--- src/rtl/delta_calc.sv ---
// Delta (first-derivative) cepstral coefficients: 4-deep per-index history, 2-stage pipeline.
// Optional macro DELTA_SAT_EN: saturate the result to 16 bits instead of wrapping.
module delta_calc #(
  parameter int NUM_CEP = 13
) (
  input  logic               clk,
  input  logic               rst_n,
  input  logic signed [15:0] cep_in,
  input  logic               cep_valid,
  input  logic               delta_clr,
  output logic signed [15:0] delta_out,
  output logic               delta_valid,
  output logic [3:0]         delta_idx,
  output logic               warm
);

  // Valid semantics: cep_valid is a one-cycle qualifier with no backpressure; every
  // accepted sample updates history, and delta_valid pulses once per result, two
  // cycles later, only for samples accepted while warm. delta_clr wins over cep_valid.
  localparam logic [3:0] LAST_IDX = 4'(NUM_CEP - 1);

  logic [3:0]         r_k;
  logic [2:0]         r_frames;
  logic signed [15:0] r_h1 [NUM_CEP];
  logic signed [15:0] r_h2 [NUM_CEP];
  logic signed [15:0] r_h3 [NUM_CEP];
  logic signed [15:0] r_h4 [NUM_CEP];

  logic               w_accept;
  logic               w_last;
  logic signed [15:0] w_h1;
  logic signed [15:0] w_h3;
  logic signed [15:0] w_h4;
  logic signed [18:0] w_num;
  logic signed [15:0] w_red;

  logic signed [18:0] r_s1_num;
  logic [3:0]         r_s1_idx;
  logic               r_s1_valid;

  assign w_accept = cep_valid & ~delta_clr;
  assign w_last   = (r_k == LAST_IDX);
  assign warm     = (r_frames == 3'd4);

  assign w_h1 = r_h1[r_k];
  assign w_h3 = r_h3[r_k];
  assign w_h4 = r_h4[r_k];

  // 19 bits hold the worst case 3*65535 without overflow.
  assign w_num = ({{3{cep_in[15]}}, cep_in} - {{3{w_h4[15]}}, w_h4})
               + (({{3{w_h1[15]}}, w_h1} - {{3{w_h3[15]}}, w_h3}) <<< 1);

  always_ff @(posedge clk or negedge rst_n) begin
    if (!rst_n) begin
      r_k      <= '0;
      r_frames <= '0;
    end else if (delta_clr) begin
      r_k      <= '0;
      r_frames <= '0;
    end else if (cep_valid) begin
      r_k <= w_last ? 4'd0 : r_k + 4'd1;
      if (w_last && !warm) begin
        r_frames <= r_frames + 3'd1;
      end
    end
  end

  always_ff @(posedge clk or negedge rst_n) begin
    if (!rst_n) begin
      for (int i = 0; i < NUM_CEP; i++) begin
        r_h1[i] <= '0;
        r_h2[i] <= '0;
        r_h3[i] <= '0;
        r_h4[i] <= '0;
      end
    end else if (delta_clr) begin
      for (int i = 0; i < NUM_CEP; i++) begin
        r_h1[i] <= '0;
        r_h2[i] <= '0;
        r_h3[i] <= '0;
        r_h4[i] <= '0;
      end
    end else if (cep_valid) begin
      r_h1[r_k] <= cep_in;
      r_h2[r_k] <= r_h1[r_k];
      r_h3[r_k] <= r_h2[r_k];
      r_h4[r_k] <= r_h3[r_k];
    end
  end

  always_ff @(posedge clk or negedge rst_n) begin
    if (!rst_n) begin
      r_s1_num   <= '0;
      r_s1_idx   <= '0;
      r_s1_valid <= 1'b0;
    end else begin
      r_s1_valid <= w_accept & warm;
      if (w_accept && warm) begin
        r_s1_num <= w_num;
        r_s1_idx <= r_k;
      end
    end
  end

`ifdef DELTA_SAT_EN
  logic signed [18:0] w_res;
  assign w_res = r_s1_num >>> 2;

  always_comb begin
    w_red = w_res[15:0];
    if (w_res > 19'sd32767) begin
      w_red = 16'sh7FFF;
    end else if (w_res < -19'sd32768) begin
      w_red = 16'sh8000;
    end
  end
`else
  assign w_red = 16'(r_s1_num >>> 2);
`endif

  // Output data holds its last value between pulses.
  always_ff @(posedge clk or negedge rst_n) begin
    if (!rst_n) begin
      delta_out   <= '0;
      delta_idx   <= '0;
      delta_valid <= 1'b0;
    end else if (delta_clr) begin
      delta_valid <= 1'b0;
    end else begin
      delta_valid <= r_s1_valid;
      if (r_s1_valid) begin
        delta_out <= w_red;
        delta_idx <= r_s1_idx;
      end
    end
  end

endmodule

--- config.mk ---
export PLATFORM = sky130hd
export DESIGN_NAME = delta_calc
export DESIGN_NICKNAME = d
export VERILOG_FILES = /design/src/rtl/delta_calc.sv
export SDC_FILE = /design/constraint.sdc
export NUM_CORES = 1
export LEC_CHECK = 0
export CORE_ASPECT_RATIO = 0.8
export CORE_UTILIZATION = 55
export CTS_BUF_LIST = sky130_fd_sc_hd__clkbuf_8 sky130_fd_sc_hd__clkbuf_16
export CTS_CLUSTER_DIAMETER = 50
export CTS_CLUSTER_SIZE = 25
export DETAILED_ROUTE_END_ITERATION = 8
export MAX_ROUTING_LAYER = met4
export PLACE_DENSITY = 0.8
export REMOVE_ABC_BUFFERS = 1
export SYNTH_ARGS = -nofsm -noshare
export SYNTH_HDL_FRONTEND = slang
export SYNTH_SLANG_ARGS = --single-unit
--- constraint.sdc ---
create_clock -name clk -period 5.5 [get_ports clk]
set_input_delay 1.65 -clock clk [delete_from_list [all_inputs] [get_ports clk]]
set_output_delay 1.65 -clock clk [all_outputs]
set_load 0.05 [all_outputs]
After elaboration in Yosys (flattened, before gate mapping)

Cells that the tools add are included.

$add $sub $neg: 5
Multipliers: 0
Divide/modulo/power cells: 0
Magnitude comparators: 2
Equality and inequality tests: 2
Shift-type cells: 0
Muxes and demuxes: 33
Bitwise logic cells: 4
Reduce and logical (&&, ||, !) cells: 8

Operators with widths:

| kind                                                                 | number |
|---|---|
| 208-bit 2-to-1 mux                                                   | 8 |
| 208-bit bitwise mux                                                  | 4 |
| 16-bit binary-select mux with 4-bit select                           | 4 |
| 16-bit 2-to-1 mux                                                    | 9 |
| 16-bit demux with 4-bit select                                       | 1 |
| 16-bit by 16-bit subtractor with 17-bit output                       | 2 |
| 17-bit by 18-bit adder with 18-bit output                            | 1 |
| 4-bit 2-to-1 mux                                                     | 3 |
| 3-bit 2-to-1 mux                                                     | 3 |
| 5-bit >= comparator, second input constant                           | 1 |
| 5-bit by 1-bit < comparator with 1-bit output, second input constant | 1 |
| 4-bit NOT with 5-bit output                                          | 1 |
| 4-bit by 1-bit adder with 4-bit output, second input constant        | 1 |
| 4-bit == test, second input constant                                 | 1 |
| 2-bit AND reduction                                                  | 2 |
| 2-bit nonzero test                                                   | 2 |
| 3-bit by 1-bit adder with 3-bit output, second input constant        | 1 |
| 3-bit == test, second input constant                                 | 1 |
| 1-bit logical AND                                                    | 3 |
| 1-bit bitwise AND                                                    | 2 |
| 1-bit zero test                                                      | 1 |
| 1-bit 2-to-1 mux                                                     | 1 |
| 1-bit NOT                                                            | 1 |

Register bits after elaboration: 883
Bits in latches: 0
Bits in writable memories: 0
Memory bits (read-only): 0
Input bits: 20
Output and inout port bits: 22
Logic and storage cells: 114
Memories: 0

Longest topological paths before layout

Gate-level depths: netlist of the first run.

Depth after elaboration: 8
Depth in mapped cells: 27
Depth with buffers taken out: 23

Least setup slack after synthesis of the first run

OpenSTA, ideal clock, no wires.

Path type: reg2reg
Start point: register r_k[0]
End point: register r_s1_num[17]
Setup time: 0.083 ns
Arrival time: 5.800 ns
Data required time: 5.417 ns
Slack: -0.382 ns
Stages on the path, launching flop included: 25
Path buffers: 4
Period minus slack after synthesis: 5.882 ns
Cell sequence: dfrtp_1 -> buf_6 -> buf_6 -> buf_2 -> mux4_2 -> a221oi_2 -> buf_2 -> inv_1 -> ha_1 -> nor2b_1 -> o31ai_1 -> a21oi_1 -> o2111ai_1 -> a311oi_1 -> a211oi_1 -> xor2_1 -> fa_1 -> inv_1 -> ha_1 -> o211ai_1 -> a21bo_2 -> a21o_1 -> or3b_2 -> xor2_1 -> o21ai_0

Longest elaborated chain between the ends: 6
Elaborated cells between the ends (all ways): 13
Those cells by class: add/sub (3); mux (9); bitwise (1)

Ends and longest elaborated chain:

| what                                                                     | RTL line   | source |
|---|---|---|
| start: declaration                                                       | 22         | `logic [3:0] r_k;` |
| start signal: assignment                                                 | 61         | `r_k <= w_last ? 4'd0 : r_k + 4'd1;` |
| 4-bit NOT with 5-bit output (not written as such) *                      | 45, 46, 47 |  |
| 16-bit binary-select mux with 4-bit select, on equally long branches     | 47, 45, 46 |  |
| 16-bit 2-to-1 mux, on equally long branches (2 in series)                | 47, 45, 46 |  |
| 16-bit by 16-bit subtractor with 17-bit output, on equally long branches | 50, 51     |  |
| 17-bit by 18-bit adder with 18-bit output *                              | 51         | `+ (({{3{w_h1[15]}}, w_h1} - {{3{w_h3[15]}}, w_h3}) <<< 1);` |
| end signal: assignment                                                   | 99         | `r_s1_num <= w_num;` |
| end: declaration                                                         | 37         | `logic signed [18:0] r_s1_num;` |

Mark *: on every way between the ends. The rest lies on a longest branch, timed or not. The select of a mux whose other input is x is not followed.
A chain may end at the register's enable or synchronous reset.

Final worst setup path of the first run

Start point: register r_k[0]
End point: register r_s1_num[10]

Same word-level chain as after synthesis.

==> impl_metrics.toml, run 1 <==
[power]
power.static_leakage_nw = 19.57
worst_ir_drop_vdd_v = 0.0002890
finalPower_w = 0.01614
power.density_nw_per_um2 = 335.1

[setup_path]
critPathKind = "flip-flop to flip-flop"
cp_common_cell = "buf_4"
critPathSlowestCell = "fa_1"
cp.required_ns = 6.03
crit_start = "r_k[0]$_DFFE_PN0P_"
cp-start-kind = "flip-flop"
crit_path_max_fanout = 7
cp-end-kind = "flip-flop"
slowest_delay_ns = 0.56
worstReg2RegStart = "r_k[0]$_DFFE_PN0P_"
crit_arrival_ns = 6.30

[detailed_routing]
drc = 0
num_vias = 33170
dr_wl_met3_microns = 13940
wl_per_cell_microns = 24.16
maxUsedRoutingLayer = "met4"
wl_met2_microns = 55100
wl_microns = 121800
avgViaCountPerCell = 6.581
antenna_left = 0
m1WireLength_microns = 48990
drtIter0Drc = 4635
first_pass_iters = 6

[synthesis]
netlist_area_sq_um = 42290
synth_area_leader_cell = "dfrtp_1"
synth_edf_count = 0
syn_inst = 3972
synth_top_area_share_pct = 52.13
ys.flop_type = "dfrtp_1"
synth_seq_cells = 881
avgSynthCellArea_sq_um = 10.65
ys_top_cells_by_area = "dfrtp_1 52%, a211oi_1 10%, mux4_2 10%"
yosysUniqueCellTypes = 65
ys_async_sr_fraction_pct = 100.0
synth_seq_area_share_pct = 52.13
yosysWarnings = 0

[grt]
grt_pass1_vias = 33240
grt_use_total_pct = 32.26
grt_first_pass_wirelength_microns = 192300
grt_max_degree = 197
grt-ovfl-total = 0
grt_antenna_before_repair = 0

[timing]
fin_crit_sh_pct = 105.0
hold_viol = 0
setup_viol = 6
rsz0062_at_grt = "true"
report.final.slew_viol_count = 0
tns_ns = -1.032
fin_crit_ns = 5.776
holdWs_ns = 0.4885
skew_ns = 0.02543
fin_ws_ns = -0.2757
tightest_slew_ns = 1.241
relSlewSlack_pct = 17.27
max_freq_mhz = 173.1

[floorplan]
rows = 90
start_util_pct = 55.80
die_area_sq_um = 78010
die-height_microns = 250.0
core_area_sq_um = 75790
io_pins = 42
die_w_microns = 312.0

[clock_network]
cts_tree = "yes"
clk_latency_ns = 0.68
clk_pin_slew_ns = 0.09
cts_hold_buf = 0
root_buffer = "clkbuf_16"
htreeDepth = 2
clockBufferDepth = 3
cts_sinks = 881
numCtsBuffers = 61

[layout]
final-seq-area_sq_um = 22060
layout-area-overhead-vs-synth_pct = 13.89
drive_above_1_share_pct = 19.36
multi_input_area_sq_um = 18900
n_antenna_cell = 0
fin_cells = 5040
nFillCells = 5542
final_nets = 4054

[placed_design]
gp_congestion = 0.9191
place_hpwl_microns = 72140
port_buffers = 41
place_inst = 4874
dp_slack_ns = -0.4301

[min_path]
hold_start = "r_s1_idx[3]$_DFFE_PN0P_"
min_path_type = "flip-flop to flip-flop"

[run_status]
violations = "negative setup slack"
status = "finished, violations left"

[job]
drv_cap = 0
==> where the power goes <==
| part | switching [W] | internal, W |
|---|---|---|
| clock network | 0.00274 | 0.00247 |
| registers | 0.0000669 | 0.00657 |
| logic | 0.00236 | 0.00193 |
| total | 0.00516 | 0.0110 |
==> synthesized netlist by cell type, types with 6 or more instances <==
master	n
a211oi_1	582
a21oi_1	228
a221oi_2	47
a22oi_1	13
buf_1	23
buf_2	86
buf_4	6
clkbuf_1	291
dfrtp_1	881
fa_1	18
ha_1	38
inv_1	68
mux2_2	21
mux2i_1	66
mux4_2	191
nand2_1	508
nand2b_1	12
nand3_1	19
nor2_1	657
nor3_1	10
o21ai_0	93
o31ai_1	6
xnor2_1	13
xor2_1	11
==> worst paths after layout <==
kind / to / slack (ns) / cells past startpoint
min in group asynchronous: r_h4[70]$_DFFE_PN0P_ / 1.07 / 1
max in group asynchronous: r_k[2]$_DFFE_PN0P_ / 3.32 / 2
worst max register to register: r_s1_num[10]$_DFFE_PN0P_ / -0.28 / 28
worst min-delay path: r_s1_idx[3]$_DFFE_PN0P_ / 0.49 / 2
worst max-delay path: r_s1_num[10]$_DFFE_PN0P_ / -0.28 / 28
worst min register to register: r_s1_idx[3]$_DFFE_PN0P_ / 0.49 / 2
==> area by class of cell <==
type | instances | area share [%]
Sequential cell | 881 | 45.80
Multi-Input combinational cell | 2614 | 39.23
Timing Repair Buffer | 352 | 7.076
Clock buffer | 61 | 3.169
Tap cell | 1012 | 2.629
Clock inverter | 52 | 1.559
Inverter | 68 | 0.5300
==> cell usage in the layout (no fill, tap or decap), types with 11 or more instances in the layout <==
cell type,Yosys,final
dfrtp_1,881,877
nor2_1,657,644
a211oi_1,582,579
nand2_1,508,506
buf_4,6,255
a21oi_1,228,219
mux4_2,191,191
o21ai_0,93,79
mux2i_1,66,64
inv_1,68,63
clkbuf_16,0,61
a221oi_2,47,47
buf_12,0,44
clkdlybuf4s50_1,0,39
ha_1,38,25
mux2_2,21,21
nand3_1,19,19
fa_1,18,17
a22oi_1,13,13
nand2b_1,12,12
nor2_4,0,11
==> critical path: cells and delay by family, from the launching register on <==
kind            cells  cell delay (ns)
compound gates      6             1.16
mux                 2             0.68
xor+xnor            2             0.34
simple gates        5             0.59
flops               1             0.50
buf+inv             9             0.99
fa+ha+maj           4             1.36
==> registers in the layout, indices dropped and copies added, names as in the netlist <==
signal and count:
delta_idx 4, delta_out 16, delta_valid 1, r_frames 3
r_h1 208, r_h2 208, r_h3 208, r_h4 208
r_k 4, r_s1_idx 4, r_s1_num 16, r_s1_valid 1
==> logic make-up (layout without fill, tap and decap cells) <==
logic type	Yosys count	after routing	share of synthesized area (%)
simple gates	1237	1237	11.40
mux	278	278	12.29
fa+ha+maj	56	56	1.976
buf+inv	477	533	4.595
compound gates	1019	1019	17.10
xor+xnor	24	24	0.4971
flops	881	881	52.13
==> metrics by stage <==
step / area [sq um] / utilization, %
after detailed placement: 44880 / 59.23
after global routing: 48160 / 63.55
final: 48160 / 63.55
after global placement: 44880 / 59.23
after CTS: 47780 / 63.05
after floorplan: 40600 / -
==> routing by layer <==
layer | up-vias | GRT usage (%)
met5 | - | -
met4 | 0 | 9.846
met3 | 324 | 8.626
met2 | 1916 | 46.48
met1 | 16720 | 44.91
li1 | 14210 | -
==> timing repair <==
action | 4_1_cts | 5_1_grt
buffers inserted | 36 | 16
cloned | 2 | 0
endpoints found under the setup margin | 8 | 11
hold endpoints to repair | 0 | 0
resized for setup | 61 | 55
pin swaps | 33 | 45
Note: power is estimated with default switching activity, not from simulation.
==> inputs of run 2 (changes only) <==
--- a/config.mk
+++ b/config.mk
@@ -5,6 +5,7 @@
 export SDC_FILE = /design/constraint.sdc
 export NUM_CORES = 1
 export LEC_CHECK = 0
+export CAP_MARGIN = 30
 export CORE_ASPECT_RATIO = 0.8
 export CORE_UTILIZATION = 55
 export CTS_BUF_LIST = sky130_fd_sc_hd__clkbuf_8 sky130_fd_sc_hd__clkbuf_16
==> run 2 against run 1 <==
  * The run still ends with negative setup slack left
  * Global-route usage unchanged
  * Total power hardly changed
  * Clock-buffer cell count unchanged
  * Non-clock buffer count rose by 3
  * Largest power group unchanged
  * Utilization barely moved
  * First-iteration DRC count down 0.24%
  * Critical endpoint is now r_s1_num[14]$_DFFE_PN0P_
  * Flip-flop and latch count unchanged
  * Register-to-register slack is essentially flat
  * Via count shrank 0.24%
  * Cell area is essentially flat
==> impl_metrics.toml, run 2 (synthesized netlist as in run 1, its figures left out) <==
[run_status]
status = "finished, violations left"
violations = "negative setup slack"

[power]
power_frac_clock_pct = 32.3
worst_ir_drop_vdd_v = 0.0002896
power.internal_w = 0.01098
power.density_nw_per_um2 = 335.0
power.static_leakage_nw = 19.58
seqPwrFrac_pct = 41.1
switching_share_pct = 31.99
power_frac_comb_pct = 26.5
switching_power_w = 0.005164

[layout]
n_antenna_cell = 0
final-seq-area_sq_um = 22060
fin_cells = 5043
multi_input_area_sq_um = 18880
nFillCells = 5541
drive_above_1_share_pct = 19.40
final_cell_mix = "877 x dfrtp_1, 644 x nor2_1, 579 x a211oi_1, 506 x nand2_1, 257 x buf_4"
final_nets = 4057
final_common_cell = "dfrtp_1"
layout-area-overhead-vs-synth_pct = 13.93

[setup_path]
cp.depth = 23
r2r-end = "r_s1_num[14]$_DFFE_PN0P_"
worstReg2RegStart = "r_k[0]$_DFFE_PN0P_"
critPathKind = "flip-flop to flip-flop"
crit_buf_inv = 3
reg2reg_slack_ns = -0.28
cp-end-kind = "flip-flop"
cp_top_family = "compound AO/OA/AOI/OAI gates"
endpoint = "r_s1_num[14]$_DFFE_PN0P_"
critPathSlowestCell = "fa_1"
crit_start = "r_k[0]$_DFFE_PN0P_"
crit_path_max_fanout = 7
cp_cell_sequence = "buf_12 -> mux4_2 -> mux2i_1 -> nor2_1 -> a221oi_2 -> inv_1 -> ha_4 -> fa_2 -> nor2b_2 -> o31a_1 -> o21ai_2 -> nand2b_1 -> xnor2_2 -> fa_1 -> inv_2 -> ha_4 -> a211oi_4 -> o21bai_1 -> a21o_1 -> a21oi_2 -> o21ai_1 -> or4_4 -> a31o_2"
slowest_delay_ns = 0.56
cp_common_cell = "ha_4"
r2r_cells = 23
cp-start-kind = "flip-flop"
crit_arrival_ns = 6.34
cp.required_ns = 6.06

[detailed_routing]
dr_wl_met3_microns = 14190
num_vias = 33090
maxUsedRoutingLayer = "met4"
drc = 0
drtIter0Drc = 4624
first_pass_iters = 6
avgViaCountPerCell = 6.562
m1WireLength_microns = 48690
antenna_left = 0
wl_per_cell_microns = 24.14
wl_microns = 121700
wl_met2_microns = 55170

[clock_network]
clk_pin_slew_ns = 0.09
cts_tree = "yes"
cts_sinks = 881
clk_latency_ns = 0.68
htreeDepth = 2
clockBufferDepth = 3
root_buffer = "clkbuf_16"
numCtsBuffers = 61

[floorplan]
die-height_microns = 250.0
rows = 90
io_pins = 42
core_area_sq_um = 75790
die_area_sq_um = 78010
start_util_pct = 55.80
die_w_microns = 312.0

[grt]
grt_use_total_pct = 32.26
grt-ovfl-total = 0
grt_first_pass_wirelength_microns = 192300
grt_antenna_before_repair = 0
grt_pass1_vias = 33240
grt_max_degree = 197

[job]
drv_cap = 0

[timing]
rsz0062_at_grt = "true"
tns_ns = -1.036
hold_viol = 0
report.final.slew_viol_count = 0
fin_crit_ns = 5.776
fin_ws_ns = -0.2756
tightest_slew_ns = 1.102
relSlewSlack_pct = 26.55
skew_ns = 0.02376
fin_crit_sh_pct = 105.0
max_freq_mhz = 173.1
setup_viol = 6

[min_path]
min_path_type = "flip-flop to flip-flop"
hold_start = "r_s1_idx[3]$_DFFE_PN0P_"
hold_depth = 2

[placed_design]
place_inst = 4874
port_buffers = 41
gp_congestion = 0.9191
place_hpwl_microns = 72140
[run 2: cell count changes in the layout (fill, tap and decap cells not counted), sizes merged]
cell | previous run | this run
clkbuf | 61 | 62
buf | 312 | 314
[run 2: repair_timing]
action / CTS / global route
buffers inserted: 36 / 16
setup endpoints to repair: 8 / 11
gates resized for setup: 61 / 54
hold buffers: 0 / 0
cloned: 2 / 0
pin swaps: 33 / 40
[run 2: metal layers]
layer,up-vias,global-route usage (%)
met5,-,-
met4,0,9.846
met3,317,8.626
met2,1963,46.48
met1,16620,44.91
li1,14200,-
[run 2: worst reg2reg max path, delay by kind of cell, from the launching register on]
kind / cells / cell delay, ns
flops: 1 / 0.50
simple gates: 4 / 0.89
mux: 2 / 0.68
compound gates: 9 / 1.80
fa+ha+maj: 4 / 1.36
xor+xnor: 1 / 0.09
buf+inv: 3 / 0.34
[run 2: through the flow]
stage	instance area [sq um]	setup slack, ns	util, %	total power, W	hold slack [ns]
2_1_floorplan	40600	-9.917	-	0.008524	0.4419
3_3_place_gp	44880	-0.3250	59.23	0.01007	0.4578
3_5_place_dp	44880	-0.4301	59.23	0.01013	0.4640
4_1_cts	47780	-0.002542	63.05	0.01560	0.4863
5_1_grt	48180	-0.4550	63.57	0.01670	0.5163
6_report	48180	-0.2756	63.57	0.01614	0.4899
[run 2: worst min-delay path by stage]
stage	slack, ns	end
finish	0.49	r_s1_idx[3]$_DFFE_PN0P_
global route	0.52	r_h4[13]$_DFFE_PN0P_
CTS	0.49	r_s1_idx[3]$_DFFE_PN0P_
detailed placement	0.46	r_s1_idx[3]$_DFFE_PN0P_
global placement	0.46	r_s1_idx[2]$_DFFE_PN0P_
floorplan	0.44	r_s1_idx[2]$_DFFE_PN0P_
[run 2: power by group through the flow]
stage / registers (W) / logic (W) / clock network (W)
global placement: 0.00676 / 0.00331 / 0
finish: 0.00664 / 0.00428 / 0.00522
detailed placement: 0.00676 / 0.00337 / 0
floorplan: 0.00682 / 0.00171 / 0
global route: 0.00665 / 0.00456 / 0.00549
CTS: 0.00664 / 0.00371 / 0.00525
[run 2: area by class of cell]
class	count	share of cell area, %
Sequential cell	881	45.79
Tap cell	1012	2.628
Clock buffer	61	3.168
Multi-Input combinational cell	2614	39.19
Inverter	68	0.5298
Clock inverter	52	1.558
Timing Repair Buffer	355	7.134
